### config.mk
export PLATFORM = sky130hd
export DESIGN_NAME = fetch_unit
export DESIGN_NICKNAME = d
export VERILOG_FILES = /design/src/rtl/fetch_unit.sv
export SDC_FILE = /design/constraint.sdc
export NUM_CORES = 1
export LEC_CHECK = 0
export BUFFER_PORTS_ARGS = -buffer_cell sky130_fd_sc_hd__buf_2
export CORE_UTILIZATION = 62
export DETAILED_ROUTE_END_ITERATION = 10
export PLACE_DENSITY = 0.85
export SLEW_MARGIN = 20
export SYNTH_ARGS = -nofsm -noshare
export SYNTH_HDL_FRONTEND = slang
export SYNTH_SLANG_ARGS = --single-unit
export TNS_END_PERCENT = 100
### constraint.sdc
create_clock -name clk -period 11.4 [get_ports clk]
set_clock_uncertainty 0.15 [all_clocks]
set_input_delay 0.57 -clock clk [delete_from_list [all_inputs] [get_ports clk]]
set_output_delay 0.57 -clock clk [all_outputs]
set_load 0.01 [all_outputs]
### src/rtl/fetch_unit.sv
// fetch_unit: instruction fetch stage feeding the decoder.
//   Owns the fetch PC, keeps at most one request outstanding to instruction
//   memory, buffers returned words with their PC in a DEPTH-entry FIFO and
//   presents the head to decode over valid/ready. A redirect flushes the
//   buffer and discards any response still in flight.
// Ports:
//   clk, rst                  clock (rising edge), async active-low reset
//   imem_req/imem_addr        fetch request, held with a stable address until ack
//   imem_ack/imem_data        response strobe and instruction word
//   redirect/redirect_pc      one-cycle restart of fetch at a new address
//   instr/instr_pc            head-of-buffer word and its PC
//   instr_valid/instr_ready   decode handshake (head popped when both high)
module fetch_unit #(
  parameter logic [31:0] RESET_PC = 32'h0000_0000,
  parameter int unsigned DEPTH    = 2
) (
  input  logic        clk,
  input  logic        rst,
  output logic        imem_req,
  output logic [31:0] imem_addr,
  input  logic        imem_ack,
  input  logic [31:0] imem_data,
  input  logic        redirect,
  input  logic [31:0] redirect_pc,
  output logic [31:0] instr,
  output logic [31:0] instr_pc,
  output logic        instr_valid,
  input  logic        instr_ready
);

  localparam int unsigned XLEN = 32;
  localparam int unsigned PW   = (DEPTH > 1) ? $clog2(DEPTH) : 1;
  localparam int unsigned CW   = PW + 1;

  // IDLE: nothing outstanding; WAIT: response kept; DROP: response discarded
  localparam logic [1:0] IDLE = 2'd0;
  localparam logic [1:0] WAIT = 2'd1;
  localparam logic [1:0] DROP = 2'd2;

  logic [1:0]      state;
  logic [1:0]      state_nxt;
  logic [XLEN-1:0] fetch_pc;
  logic [XLEN-1:0] fetch_pc_nxt;
  logic            req_nxt;
  logic [XLEN-1:0] addr_nxt;

  logic [XLEN-1:0] mem_data [DEPTH];
  logic [XLEN-1:0] mem_pc   [DEPTH];
  logic [PW-1:0]   rd_ptr;
  logic [PW-1:0]   wr_ptr;
  logic [PW-1:0]   rd_ptr_nxt;
  logic [PW-1:0]   wr_ptr_nxt;
  logic [CW-1:0]   count;
  logic [CW-1:0]   count_nxt;

  logic [XLEN-1:0] rpc_c;
  logic [XLEN-1:0] pc_inc_c;
  logic [XLEN-1:0] target_c;
  logic            ack_c;
  logic            push_c;
  logic            pop_c;
  logic            can_issue_c;
  logic            head_fresh_c;
  logic [XLEN-1:0] head_data_c;
  logic [XLEN-1:0] head_pc_c;

  // Buffer bookkeeping: redirect voids push and pop and empties the FIFO
  always_comb begin : buf_ctl
    rpc_c    = redirect_pc & ~32'h0000_0003;
    pc_inc_c = fetch_pc + 32'd4;
    ack_c    = imem_req & imem_ack;
    push_c   = (state == WAIT) & ack_c & ~redirect;
    pop_c    = instr_valid & instr_ready & ~redirect;
    count_nxt  = count;
    rd_ptr_nxt = rd_ptr;
    wr_ptr_nxt = wr_ptr;
    if (redirect) begin
      count_nxt  = '0;
      rd_ptr_nxt = '0;
      wr_ptr_nxt = '0;
    end else begin
      count_nxt = count + CW'(push_c) - CW'(pop_c);
      if (pop_c) begin
        rd_ptr_nxt = rd_ptr + PW'(1);
      end
      if (push_c) begin
        wr_ptr_nxt = wr_ptr + PW'(1);
      end
    end
    // A request may only go out if its response is guaranteed a slot
    can_issue_c = (count_nxt < CW'(DEPTH));
    // Post-edge head is the word being pushed when the buffer drains to it
    head_fresh_c = push_c & (wr_ptr == rd_ptr_nxt);
    head_data_c  = head_fresh_c ? imem_data : mem_data[rd_ptr_nxt];
    head_pc_c    = head_fresh_c ? fetch_pc  : mem_pc[rd_ptr_nxt];
  end

  // Next-state and request logic
  always_comb begin : fsm_comb
    state_nxt    = state;
    fetch_pc_nxt = fetch_pc;
    req_nxt      = imem_req;
    addr_nxt     = imem_addr;
    target_c     = redirect ? rpc_c : fetch_pc;
    case (state)
      IDLE: begin
        if (redirect) begin
          fetch_pc_nxt = rpc_c;
          state_nxt    = WAIT;
          req_nxt      = 1'b1;
          addr_nxt     = rpc_c;
        end else if (can_issue_c) begin
          state_nxt = WAIT;
          req_nxt   = 1'b1;
          addr_nxt  = fetch_pc;
        end
      end
      WAIT: begin
        if (ack_c) begin
          if (redirect) begin
            fetch_pc_nxt = rpc_c;
            req_nxt      = 1'b1;
            addr_nxt     = rpc_c;
          end else begin
            fetch_pc_nxt = pc_inc_c;
            if (can_issue_c) begin
              req_nxt  = 1'b1;
              addr_nxt = pc_inc_c;
            end else begin
              state_nxt = IDLE;
              req_nxt   = 1'b0;
            end
          end
        end else if (redirect) begin
          // Old request stays on the bus; its response will be thrown away
          fetch_pc_nxt = rpc_c;
          state_nxt    = DROP;
        end
      end
      DROP: begin
        fetch_pc_nxt = target_c;
        if (ack_c) begin
          if (can_issue_c) begin
            state_nxt = WAIT;
            req_nxt   = 1'b1;
            addr_nxt  = target_c;
          end else begin
            state_nxt = IDLE;
            req_nxt   = 1'b0;
          end
        end
      end
      default: begin
        state_nxt = IDLE;
        req_nxt   = 1'b0;
      end
    endcase
  end

  // State, PC and request registers
  always_ff @(posedge clk or negedge rst) begin : fsm_seq
    if (!rst) begin
      state     <= IDLE;
      fetch_pc  <= RESET_PC;
      imem_req  <= 1'b0;
      imem_addr <= RESET_PC;
    end else begin
      state     <= state_nxt;
      fetch_pc  <= fetch_pc_nxt;
      imem_req  <= req_nxt;
      imem_addr <= addr_nxt;
    end
  end

  // Buffer pointers and registered decode-side outputs
  always_ff @(posedge clk or negedge rst) begin : buf_seq
    if (!rst) begin
      rd_ptr      <= '0;
      wr_ptr      <= '0;
      count       <= '0;
      instr_valid <= 1'b0;
      instr       <= '0;
      instr_pc    <= '0;
    end else begin
      rd_ptr      <= rd_ptr_nxt;
      wr_ptr      <= wr_ptr_nxt;
      count       <= count_nxt;
      instr_valid <= (count_nxt != '0);
      if (count_nxt != '0) begin
        instr    <= head_data_c;
        instr_pc <= head_pc_c;
      end
    end
  end

  // Buffer storage; contents are only read while the entry is valid
  always_ff @(posedge clk) begin : buf_mem
    if (push_c) begin
      mem_data[wr_ptr] <= imem_data;
      mem_pc[wr_ptr]   <= fetch_pc;
    end
  end

endmodule

==> impl_results.md <==
* Outcome: complete, no violations
* Total GRT Usage at 27.8%
* Pwr Density at 247 nW/um2
* Final-stage net count at 1219
* Post-Route WL at 27500 um
* Tmin final at 4.59 ns
* Gpl congestion at 0.865
* # H-tree levels at 1
* Avg Inst Size Synth at 11.9 um2
* IO Port Bufs at 164
* Slew @ Worst Pin at 1.20 ns
* Initial antenna violation count at 0
* Post-Synthesis Cells at 1019
* Post-synthesis sequential area ratio at 59.9%
* Worst hold path stage count at 1
* Residual DRC at 0
* DRT iter0 DRCs at 679
* Clk slew on worst S/H paths at 0.06 ns
* R2r startpoint: state[0]$_DFFE_PN0P_
* # setup viols final at 0
* Endpoint class of the critical path: flip-flop
* Worst Path Arrival at 4.77 ns
* Crit path kind: reg -> reg
* Total iterations of the first detailed-routing run at 5
* Ports at 167
* Fillers at 1276
* Max Root-Sink Buffers at 3
* Peak VDD IR at 0.000146 V
* Ranking of synthesized cells by area: edfxtp_1 32%, dfrtp_1 28%, mux2i_1 6.9%
* Post-synth EDFFs at 128
* GRT overflow at 0
* #FFs+latches synth at 264
* Clk_lat worst skew at 0.52 ns
* Reg-to-reg setup timing slack at 6.81 ns
* Crit path launch type: flip-flop
* Antenna Violating Nets Remaining at 0
* Worst Hold Launch: imem_data[18]
* Worst reg2reg path depth at 10
* Rel. slew slack at 19.7%
* Fmax achieved at 218 MHz
* Die width at 142 um
* Vias in the first global route at 8317
* DR vias at 8705
* CTS resizes at 0
* Root Driver: clkbuf_16
* Worst-path fanout max at 96
* Hpwl dp at 17300 um
* Post-synth top area share at 31.8%
* Synthesized area at 12100 um2
* Die area at 20100 um2
* Final Hold Viols at 0
* CTS tree: built
* Avg WL per Cell at 19.3 um
* Max Slew Vio Count at 0
* Max-Cap Viols at 0
* Row count at 50
* Synth warn at 0
* Pwr Total at 0.00345 W
* Largest net degree at the start of global routing at 97
* Dominant synthesized flop cell: dfrtp_1
* First-pass GRT wire length at 43800 um
* Clock Sinks at 264
* Synth cell types at 62
* N_diodes at 0
* Core area at 18900 um2
* P_leak at 6.12 nW
* Area growth syn-to-layout at 15.4%
* CTS buffer count at 27
* Share of layout cells above drive strength 1 at 25.7%
* Yosys top cell by area: edfxtp_1
* Syn nets at 1091
* Period utilization at 40.2%
* Initial core utilization at 64.0%
* Postcts setup bufs at 0
* Req. time, crit path at 11.59 ns
* Unrepaired setup endpoints after global routing: false
* Die Span Y at 142 um
* Hold EP: mem_data[0][18]$_DFFE_PP_
* Via density at 6.10
* Most common cell in the netlist: dfrtp_1
* Total Negative Setup Slacks at 0 ns
* Reg2reg end: instr[25]$_DFFE_PN0P_
* Ys async rst share at 51.5%
* Commonest cells post-synth: 136 x dfrtp_1, 128 x edfxtp_1, 127 x nand2_1, 83 x mux2i_1, 74 x o21ai_0
* Min-delay worst type: in -> reg
==> per-layer routing <==
layer / vias to the layer above / routed length, um / track usage [%]
li1: 4023 / - / -
met1: 4222 / 11600 / 39.7
met2: 414 / 13100 / 44.8
met3: 46 / 2210 / 3.88
met4: 0 / 542 / 8.15
met5: - / 0 / 0
==> how the worst max path moves through the flow <==
stage | depth (start not counted) | end | slack (ns) | from
after floorplan | 4 | mem_data[0][0]$_DFFE_PP_ | 6.98 | redirect
after global placement | 11 | instr_pc[18]$_DFFE_PN0P_ | 6.93 | imem_ack
after detailed placement | 11 | instr[11]$_DFFE_PN0P_ | 6.81 | imem_ack
after CTS | 10 | instr[25]$_DFFE_PN0P_ | 6.81 | state[0]$_DFFE_PN0P_
after global routing | 10 | instr[25]$_DFFE_PN0P_ | 6.44 | state[0]$_DFFE_PN0P_
final | 10 | instr[25]$_DFFE_PN0P_ | 6.81 | state[0]$_DFFE_PN0P_
==> sequential cells by signal, indices dropped and copies added (netlist names), 2 cells and up <==
| name | flops |
|---|---|
| count | 2 |
| imem_addr | 32 |
| instr_pc | 32 |
| state | 2 |
| fetch_pc | 32 |
| mem_data | 64 |
| instr | 32 |
| mem_pc | 64 |
==> what timing repair did <==
action | 4_1_cts | 5_1_grt
setup endpoints to repair | 0 | 0
hold endpoints to repair | 37 | 0
hold buffers | 1 | 0
==> cells by family after synthesis <==
kind of cell / after synthesis / synth area share, %
buf+inv: 87 / 2.99
xor+xnor: 8 / 0.827
flops: 264 / 59.9
compound gates: 216 / 10.8
fa+ha+maj: 4 / 0.393
simple gates: 278 / 10.9
mux: 162 / 14.2
==> report_power, final <==
group | switching [W] | internal (W) | total, W
Combinational | 0.000627 | 0.000425 | 0.00105
Clock | 0.000354 | 0.000533 | 0.000887
Sequential | 0.000229 | 0.00128 | 0.00151
==> critical path: stages (launching register included) <==
cell	delay, ns
dfrtp_1	0.54
nand3_1	0.37
nor3_1	0.49
inv_1	0.18
ha_1	0.31
inv_1	0.04
ha_1	0.18
xor3_1	0.40
o21ai_4	0.62
buf_4	0.78
o21ai_0	0.28
==> layout make-up <==
cell class / instances / area, um2 / area share, %
clock buffer: 41 / 810 / 5.80
clock inverter: 8 / 90.1 / 0.645
inverter: 9 / 33.8 / 0.242
multi-input combinational: 668 / 4530 / 32.4
sequential: 264 / 7250 / 51.9
tap: 260 / 325 / 2.33
timing repair buffer: 177 / 927 / 6.64
==> stage by stage <==
stage          instances  utilization [%]  worst slack [ns]  area [um2]  hold WS, ns
2_1_floorplan       1019                -              6.98       12100        0.124
3_3_place_gp        1377             69.1              6.93       13100        0.306
3_5_place_dp        1377             69.1              6.81       13100        0.315
4_1_cts             1427             73.9              6.81       14000       0.0831
5_1_grt             1427             73.9              6.44       14000       0.0817
6_report            1427             73.9              6.81       14000        0.102
==> placed cells by master (no fill, tap or decap), types with 7 or more instances in the layout <==
cell	instances
buf_2	163
dfrtp_1	136
edfxtp_1	128
nand2_1	126
mux2i_1	83
o21ai_0	74
mux2_2	73
o21ai_1	38
nor2_1	34
nand3_1	34
clkbuf_16	28
a21oi_1	26
nand4_1	21
and2_1	13
buf_4	12
nor2b_1	10
inv_1	9
nor3_1	9
o31ai_1	8
clkbuf_1	7
(Power assumes the default switching activity.)
